$ cat src/rtl/uart_pkg.sv
`default_nettype none
// ============================================================================
//  Module      : uart_pkg
//  Description : Shared UART constants and FIFO fill-level helper.
//  Revision    : 1.0  initial release
// ============================================================================
package uart_pkg;

    localparam int UART_DATA_W      = 8;
    localparam int UART_FIFO_DEPTH  = 16;
    localparam int UART_FIFO_ADDR_W = 4;

    // Pointers carry one extra wrap bit, so the difference is taken modulo 2**(addr_w+1).
    function automatic logic [31:0] fifo_count(input logic [31:0] wr_pt,
                                               input logic [31:0] rd_pt,
                                               input int          addr_w);
        logic [31:0] mask;
        mask = (32'd1 << (addr_w + 1)) - 32'd1;
        return (wr_pt - rd_pt) & mask;
    endfunction

endpackage : uart_pkg
`default_nettype wire

$ cat src/rtl/fifo_rx_mem.sv
`default_nettype none
// ============================================================================
//  Module      : fifo_rx_mem
//  Description : DEPTH x ENTRY_W register array, one synchronous write port
//                and one registered read port (read register resettable).
//  Revision    : 1.0  initial release
// ============================================================================
module fifo_rx_mem #(
    parameter int ENTRY_W = 8,
    parameter int DEPTH   = 16,
    parameter int ADDR_W  = 4
) (
    input  logic               clk,
    input  logic               rst_n,
    input  logic               wr_en,
    input  logic [ADDR_W-1:0]  wr_addr,
    input  logic [ENTRY_W-1:0] wr_data,
    input  logic               rd_en,
    input  logic [ADDR_W-1:0]  rd_addr,
    output logic [ENTRY_W-1:0] rd_data
);

    logic [ENTRY_W-1:0] r_mem [DEPTH];
    logic [ENTRY_W-1:0] r_rd_data;

    // Storage is deliberately left out of reset.
    always_ff @(posedge clk) begin
        if (wr_en) begin
            r_mem[wr_addr] <= wr_data;
        end
    end

    // Same-address read and write returns the old entry, which is the one being consumed.
    always_ff @(posedge clk) begin
        if (!rst_n) begin
            r_rd_data <= '0;
        end else if (rd_en) begin
            r_rd_data <= r_mem[rd_addr];
        end
    end

    assign rd_data = r_rd_data;

endmodule : fifo_rx_mem
`default_nettype wire

$ cat src/rtl/fifo_rx.sv
`default_nettype none
// ============================================================================
//  Module      : fifo_rx
//  Description : UART receive byte FIFO with full/empty/count and sticky
//                overrun. Optional macro FIFO_RX_FRAME_ERR_EN stores a
//                frame-error bit per entry and returns it on data_err.
//  Revision    : 1.0  initial release
// ============================================================================
module fifo_rx
    import uart_pkg::*;
#(
    parameter int DATA_W = UART_DATA_W,
    parameter int DEPTH  = UART_FIFO_DEPTH,
    parameter int ADDR_W = UART_FIFO_ADDR_W
) (
    input  logic              clk_fifo_rx,
    input  logic              rst_fifo_rx_n,
    input  logic [DATA_W-1:0] rx_data,
    input  logic              rx_done,
    input  logic              rd_req,
    input  logic              clr_overrun,
`ifdef FIFO_RX_FRAME_ERR_EN
    input  logic              rx_frame_err,
`endif
    output logic [DATA_W-1:0] data_out,
    output logic              data_valid,
    output logic              fifo_rx_full,
    output logic              fifo_rx_empty,
    output logic [ADDR_W:0]   fifo_rx_count,
`ifdef FIFO_RX_FRAME_ERR_EN
    output logic              data_err,
`endif
    output logic              overrun
);

`ifdef FIFO_RX_FRAME_ERR_EN
    localparam int c_ENTRY_W = DATA_W + 1;
`else
    localparam int c_ENTRY_W = DATA_W;
`endif
    localparam logic [ADDR_W:0] c_PTR_ONE = {{ADDR_W{1'b0}}, 1'b1};

    logic [ADDR_W:0]    r_wr_pt;
    logic [ADDR_W:0]    r_rd_pt;
    logic [ADDR_W:0]    r_count;
    logic               r_full;
    logic               r_empty;
    logic               r_overrun;
    logic               r_data_valid;

    logic               w_rd_acc;
    logic               w_wr_acc;
    logic               w_ovr_evt;
    logic [ADDR_W:0]    w_wr_pt_nxt;
    logic [ADDR_W:0]    w_rd_pt_nxt;
    logic [ADDR_W:0]    w_count_nxt;
    logic               w_full_nxt;
    logic               w_empty_nxt;
    logic [c_ENTRY_W-1:0] w_wr_entry;
    logic [c_ENTRY_W-1:0] w_rd_entry;

`ifdef FIFO_RX_FRAME_ERR_EN
    assign w_wr_entry = {rx_frame_err, rx_data};
    assign data_err   = w_rd_entry[DATA_W];
`else
    assign w_wr_entry = rx_data;
`endif

    // No bypass: acceptance uses only the flags registered at the start of the cycle.
    assign w_rd_acc  = rd_req && !r_empty;
    assign w_wr_acc  = rx_done && (!r_full || w_rd_acc);
    assign w_ovr_evt = rx_done && r_full && !w_rd_acc;

    assign w_wr_pt_nxt = w_wr_acc ? (r_wr_pt + c_PTR_ONE) : r_wr_pt;
    assign w_rd_pt_nxt = w_rd_acc ? (r_rd_pt + c_PTR_ONE) : r_rd_pt;
    assign w_count_nxt = (ADDR_W+1)'(fifo_count(32'(w_wr_pt_nxt), 32'(w_rd_pt_nxt), ADDR_W));
    assign w_empty_nxt = (w_wr_pt_nxt == w_rd_pt_nxt);
    assign w_full_nxt  = (w_wr_pt_nxt[ADDR_W] != w_rd_pt_nxt[ADDR_W]) &&
                         (w_wr_pt_nxt[ADDR_W-1:0] == w_rd_pt_nxt[ADDR_W-1:0]);

    always_ff @(posedge clk_fifo_rx) begin
        if (!rst_fifo_rx_n) begin
            r_wr_pt      <= '0;
            r_rd_pt      <= '0;
            r_count      <= '0;
            r_full       <= 1'b0;
            r_empty      <= 1'b1;
            r_overrun    <= 1'b0;
            r_data_valid <= 1'b0;
        end else begin
            r_wr_pt      <= w_wr_pt_nxt;
            r_rd_pt      <= w_rd_pt_nxt;
            r_count      <= w_count_nxt;
            r_full       <= w_full_nxt;
            r_empty      <= w_empty_nxt;
            r_data_valid <= w_rd_acc;
            // A new drop in the same cycle as a clear keeps the flag set.
            if (w_ovr_evt) begin
                r_overrun <= 1'b1;
            end else if (clr_overrun) begin
                r_overrun <= 1'b0;
            end
        end
    end

    fifo_rx_mem #(
        .ENTRY_W (c_ENTRY_W),
        .DEPTH   (DEPTH),
        .ADDR_W  (ADDR_W)
    ) u_mem (
        .clk     (clk_fifo_rx),
        .rst_n   (rst_fifo_rx_n),
        .wr_en   (w_wr_acc),
        .wr_addr (r_wr_pt[ADDR_W-1:0]),
        .wr_data (w_wr_entry),
        .rd_en   (w_rd_acc),
        .rd_addr (r_rd_pt[ADDR_W-1:0]),
        .rd_data (w_rd_entry)
    );

    assign data_out      = w_rd_entry[DATA_W-1:0];
    assign data_valid    = r_data_valid;
    assign fifo_rx_full  = r_full;
    assign fifo_rx_empty = r_empty;
    assign fifo_rx_count = r_count;
    assign overrun       = r_overrun;

endmodule : fifo_rx
`default_nettype wire
$ cat config.mk
export PLATFORM = sky130hd
export DESIGN_NAME = fifo_rx
export DESIGN_NICKNAME = d
export VERILOG_FILES = /design/src/rtl/uart_pkg.sv /design/src/rtl/fifo_rx_mem.sv /design/src/rtl/fifo_rx.sv
export SDC_FILE = /design/constraint.sdc
export NUM_CORES = 1
export LEC_CHECK = 0
export ABC_AREA = 1
export BUFFER_PORTS_ARGS = -buffer_cell sky130_fd_sc_hd__buf_2
export CORE_MARGIN = 2
export CORE_UTILIZATION = 65
export CTS_CLUSTER_SIZE = 28
export DETAILED_ROUTE_END_ITERATION = 16
export GPL_ROUTABILITY_DRIVEN = 0
export PLACE_DENSITY = 0.93
export SYNTH_ARGS = -nofsm -noshare
export SYNTH_HDL_FRONTEND = slang
export SYNTH_SLANG_ARGS = --single-unit
$ cat constraint.sdc
create_clock -name clk_fifo_rx -period 5 [get_ports clk_fifo_rx]
set_input_delay 0.25 -clock clk_fifo_rx [delete_from_list [all_inputs] [get_ports clk_fifo_rx]]
set_output_delay 0.25 -clock clk_fifo_rx [all_outputs]
set_load 0.01 [all_outputs]
==> metrics.log <==
INFO  metric status = complete, no violations
INFO  metric initial_core_util = 66.2%
INFO  metric ys_top_cells_by_area = sky130_fd_sc_hd__edfxtp_1, sky130_fd_sc_hd__dfxtp_1, sky130_fd_sc_hd__nor2_1
INFO  metric fin_crit_sh = 63.9%
INFO  metric timing_hold_violations_final = 0
INFO  metric termination_of_the_worst_setup_path = fifo_rx_count[4]$_SDFF_PN0_
INFO  metric ff2ff_setup_slack = 1810 ps
INFO  metric detail_route.drc_violations = 0
INFO  metric hpwl = between 8000 and 9000 microns
INFO  metric design.final.nets = 619
INFO  metric dr.first_iter.drc_count = 800
INFO  metric drive_above_1_share = 12.7%
INFO  metric yosys_synthesis_warning_count = 0
INFO  metric flip_flop_and_latch_count_after_synthesis = 155
INFO  metric postCtsSetupBuffers = 0
INFO  metric crit_path_max_fanout = 34
INFO  metric final_area = 7190 sq um
INFO  metric finalWirelength = between 15000 and 20000 microns
INFO  metric post_synth_inst_count = 565
INFO  metric worst_hold_path_type = in -> reg
INFO  metric ctsResizeCount = 0
INFO  metric first_global_vias = around 4400
INFO  metric htree_num_levels = 4
INFO  metric drv_slew = 0
INFO  metric leakage_power = around 0.0027 uW
INFO  metric startpoint_type = register
INFO  metric synth.mux.area_fraction = 0%
INFO  metric synthDominantAreaCellType = sky130_fd_sc_hd__edfxtp_1
INFO  metric synth_enable_flop_cells = between 100 and 150
INFO  metric max-clock-path-buffers = 2
INFO  metric cts.root.buffer_cell = sky130_fd_sc_hd__clkbuf_8
INFO  metric cp_top_family = adder cells
INFO  metric fin_worst_skew = 9.80 ps
INFO  metric max_stage_delay = approximately 720 ps
INFO  metric cts_tree = yes
INFO  metric clk_latency = between 500 and 600 ps
INFO  metric critical_path_cell_count = 9
INFO  metric worstMarginPinSlew = between 900 and 1000 ps
INFO  metric synth_adder_area_share = 2.27%
INFO  metric finalSetupTns = 0 ps
INFO  metric path_clk_slew = about 70 ps
INFO  metric finalSetupViolCount = 0
INFO  metric synth.avg_cell_area = between 10 and 15 sq um
INFO  metric avgRoutedWirePerCell = 21.7 microns
INFO  metric areaGrowthSynthToFinish = 12.7%
INFO  metric rsz_0062_raised_after_global_routing = false
INFO  metric fp.dieH = 103 microns
INFO  metric core = 9640 sq um
INFO  metric final_antenna_net_count = 0
INFO  metric numPortBuffers = 29
INFO  metric grt_max_degree = 65
INFO  metric antenna_found_initial = 0
INFO  metric grt_pass1_wl = 24600 microns
INFO  metric post-synth-top-area-fraction = 60.2%
INFO  metric worstRegToRegCells = 9
INFO  metric syn_nets = approximately 600
INFO  metric synth_compound_area_share = 8.47%
INFO  metric synth.distinct_cells = 30
INFO  metric vias_per_cell = 6.39
INFO  metric regToRegStartpoint = r_rd_pt[1]$_SDFF_PN0_
INFO  metric cts_sink_cnt = 155
INFO  metric design.die.area = between 10000 and 15000 sq um
INFO  metric postPlaceCellArea = 6580 sq um
INFO  metric placedCellCount = roughly 700
INFO  metric worst_ep_arrival_time = about 3600 ps
INFO  metric diodes = 0
INFO  metric terminus_of_the_critical_flop_to_flop_path = fifo_rx_count[4]$_SDFF_PN0_
INFO  metric finish.utilization = 74.6%
INFO  metric ioPinCount = 30
INFO  metric timing.hold.worst_path_depth = 3
INFO  metric maxClockFrequency = 313 MHz
INFO  metric synth_common_cells = sky130_fd_sc_hd__edfxtp_1, sky130_fd_sc_hd__nor2_1, sky130_fd_sc_hd__nand2_1
INFO  metric max-vdd-ir-drop = between 0.3 and 0.4 mV
INFO  metric slew_headroom = about two fifths
INFO  metric timing.hold.ws = between 30 and 40 ps
INFO  metric drt-pass1-iter-count = 7
INFO  metric area_of_the_mapped_netlist = 6380 sq um
INFO  metric num_rows = 36
INFO  metric fillerInstances = ~560
INFO  metric worst_setup_path_end_kind = register
INFO  metric synth-seq-area-share = ~69%
INFO  metric synth-xor-area-share = less than 1%
INFO  metric cellPowerDensity = 425 nW/um^2
INFO  metric synth-async-reset-ratio = 0%
INFO  metric grt_remaining_overflow = 0
INFO  metric route.vias.total = 4738
INFO  metric required = 5430 ps
INFO  metric yosys_most_used_dff = sky130_fd_sc_hd__edfxtp_1
INFO  metric crit_path_top_delay_cell = sky130_fd_sc_hd__dfxtp_1
INFO  metric worstPathCellList = buf_4, ha_1, inv_1, o21ai_0, fa_1, o31ai_1, nand3_1, nand2_1, nor2_1
INFO  metric timing.setup.critical_path_class = reg -> reg
INFO  metric max_cap_violations = 0
INFO  metric instances_no_fill = 741
INFO  metric dieWidth = 103 microns
INFO  metric post_synth_and_or_nand_nor_area_fraction = 15.8%
INFO  metric yosys.cell_count.top_type = sky130_fd_sc_hd__edfxtp_1
INFO  metric cp-startpoint = r_rd_pt[1]$_SDFF_PN0_
INFO  metric period_minus_slack = around 3200 ps
INFO  metric critPathBufInv = 2
INFO  metric groute.usage.overall = between 30% and 40%
INFO  metric tritoncts.num_buffers = 17
INFO  metric main_combinational_cell_family_by_area_after_synthesis = simple AND/OR/NAND/NOR gates
-- metrics by stage --
stage	setup WS, ps	total power [uW]
2_1_floorplan	2920	1670
3_3_place_gp	2280	1740
3_5_place_dp	2170	1760
4_1_cts	1950	3040
5_1_grt	1660	3130
6_report	1810	3060
-- power by group --
part	switching, uW	internal, uW	total (uW)
registers	28.3	1430	1460
logic	205	86.9	292
clock network	536	769	1300
total	769	2290	3060
-- how the worst min path moves through the flow --
stage	start	end	slack, ps
4_1_cts	rx_done	overrun$_SDFFE_PN0P_	20
3_3_place_gp	overrun$_SDFFE_PN0P_	overrun$_SDFFE_PN0P_	450
3_5_place_dp	overrun$_SDFFE_PN0P_	overrun$_SDFFE_PN0P_	460
6_report	rx_done	overrun$_SDFFE_PN0P_	40
2_1_floorplan	rx_data[0]	u_mem.r_mem[0][0]$_DFFE_PP_	350
5_1_grt	rx_done	overrun$_SDFFE_PN0P_	30
-- logic make-up after synthesis --
| kind of cell | count (synthesis) |
|---|---|
| flops | 155 |
| buf+inv | 50 |
| simple gates | 245 |
| compound gates | 98 |
| fa+ha+maj | 11 |
| xor+xnor | 6 |
-- placed cells by master (no fill, tap or decap), types with 2 or more instances in the layout --
cell                           n
sky130_fd_sc_hd__a21oi_1      18
sky130_fd_sc_hd__buf_2        29
sky130_fd_sc_hd__buf_4         5
sky130_fd_sc_hd__bufinv_16     3
sky130_fd_sc_hd__clkbuf_16    16
sky130_fd_sc_hd__clkinv_1      2
sky130_fd_sc_hd__clkinv_4      5
sky130_fd_sc_hd__clkinvlp_4    2
sky130_fd_sc_hd__dfxtp_1      26
sky130_fd_sc_hd__edfxtp_1    128
sky130_fd_sc_hd__ha_1         10
sky130_fd_sc_hd__inv_1        21
sky130_fd_sc_hd__inv_2         4
sky130_fd_sc_hd__inv_6         4
sky130_fd_sc_hd__nand2_1      79
sky130_fd_sc_hd__nand2_2       2
sky130_fd_sc_hd__nand3_1      37
sky130_fd_sc_hd__nand4_1       4
sky130_fd_sc_hd__nor2_1      114
sky130_fd_sc_hd__nor3_1        4
sky130_fd_sc_hd__nor3_2        2
sky130_fd_sc_hd__o211ai_1     16
sky130_fd_sc_hd__o21ai_0      37
sky130_fd_sc_hd__o21ai_1      24
sky130_fd_sc_hd__xor2_1        6
-- state kept, by name, indices dropped and copies added, names as in the netlist --
name	count
data_valid	1
fifo_rx_count	5
fifo_rx_empty	1
fifo_rx_full	1
overrun	1
r_rd_pt	5
r_wr_pt	5
u_mem.r_mem	128
u_mem.rd_data	8
-- final cells by class --
| cell class | instances | area, sq um | share of cell area (%) |
|---|---|---|---|
| Multi-Input combinational cell | 360 | 1750 | 24.3 |
| Timing Repair Buffer | 35 | 193 | 2.68 |
| Clock inverter | 15 | 188 | 2.61 |
| Inverter | 26 | 97.6 | 1.36 |
| Tap cell | 133 | 166 | 2.31 |
| Sequential cell | 155 | 4390 | 61.0 |
| Clock buffer | 17 | 414 | 5.76 |
-- timing repair --
item	CTS	global route
endpoints found under the hold margin	1	0
setup endpoints to repair	0	0
hold buffers	1	0
-- worst register-to-register path, stage by stage (launching register included) --
cell                      delay [ps]
sky130_fd_sc_hd__dfxtp_1         720
sky130_fd_sc_hd__buf_4           450
sky130_fd_sc_hd__ha_1            310
sky130_fd_sc_hd__inv_1            80
sky130_fd_sc_hd__o21ai_0         250
sky130_fd_sc_hd__fa_1            540
sky130_fd_sc_hd__o31ai_1         390
sky130_fd_sc_hd__nand3_1         170
sky130_fd_sc_hd__nand2_1         110
sky130_fd_sc_hd__nor2_1           60
-- routing by layer --
metal  GRT usage [%]  up-vias  wire length, microns
li1                -     2030                     -
met1            42.4     2178                  5490
met2            50.9      444                  7640
met3            10.2       86                  2260
met4            12.6        0                   692
met5               0        -                     0
(Power assumes the default switching activity.)
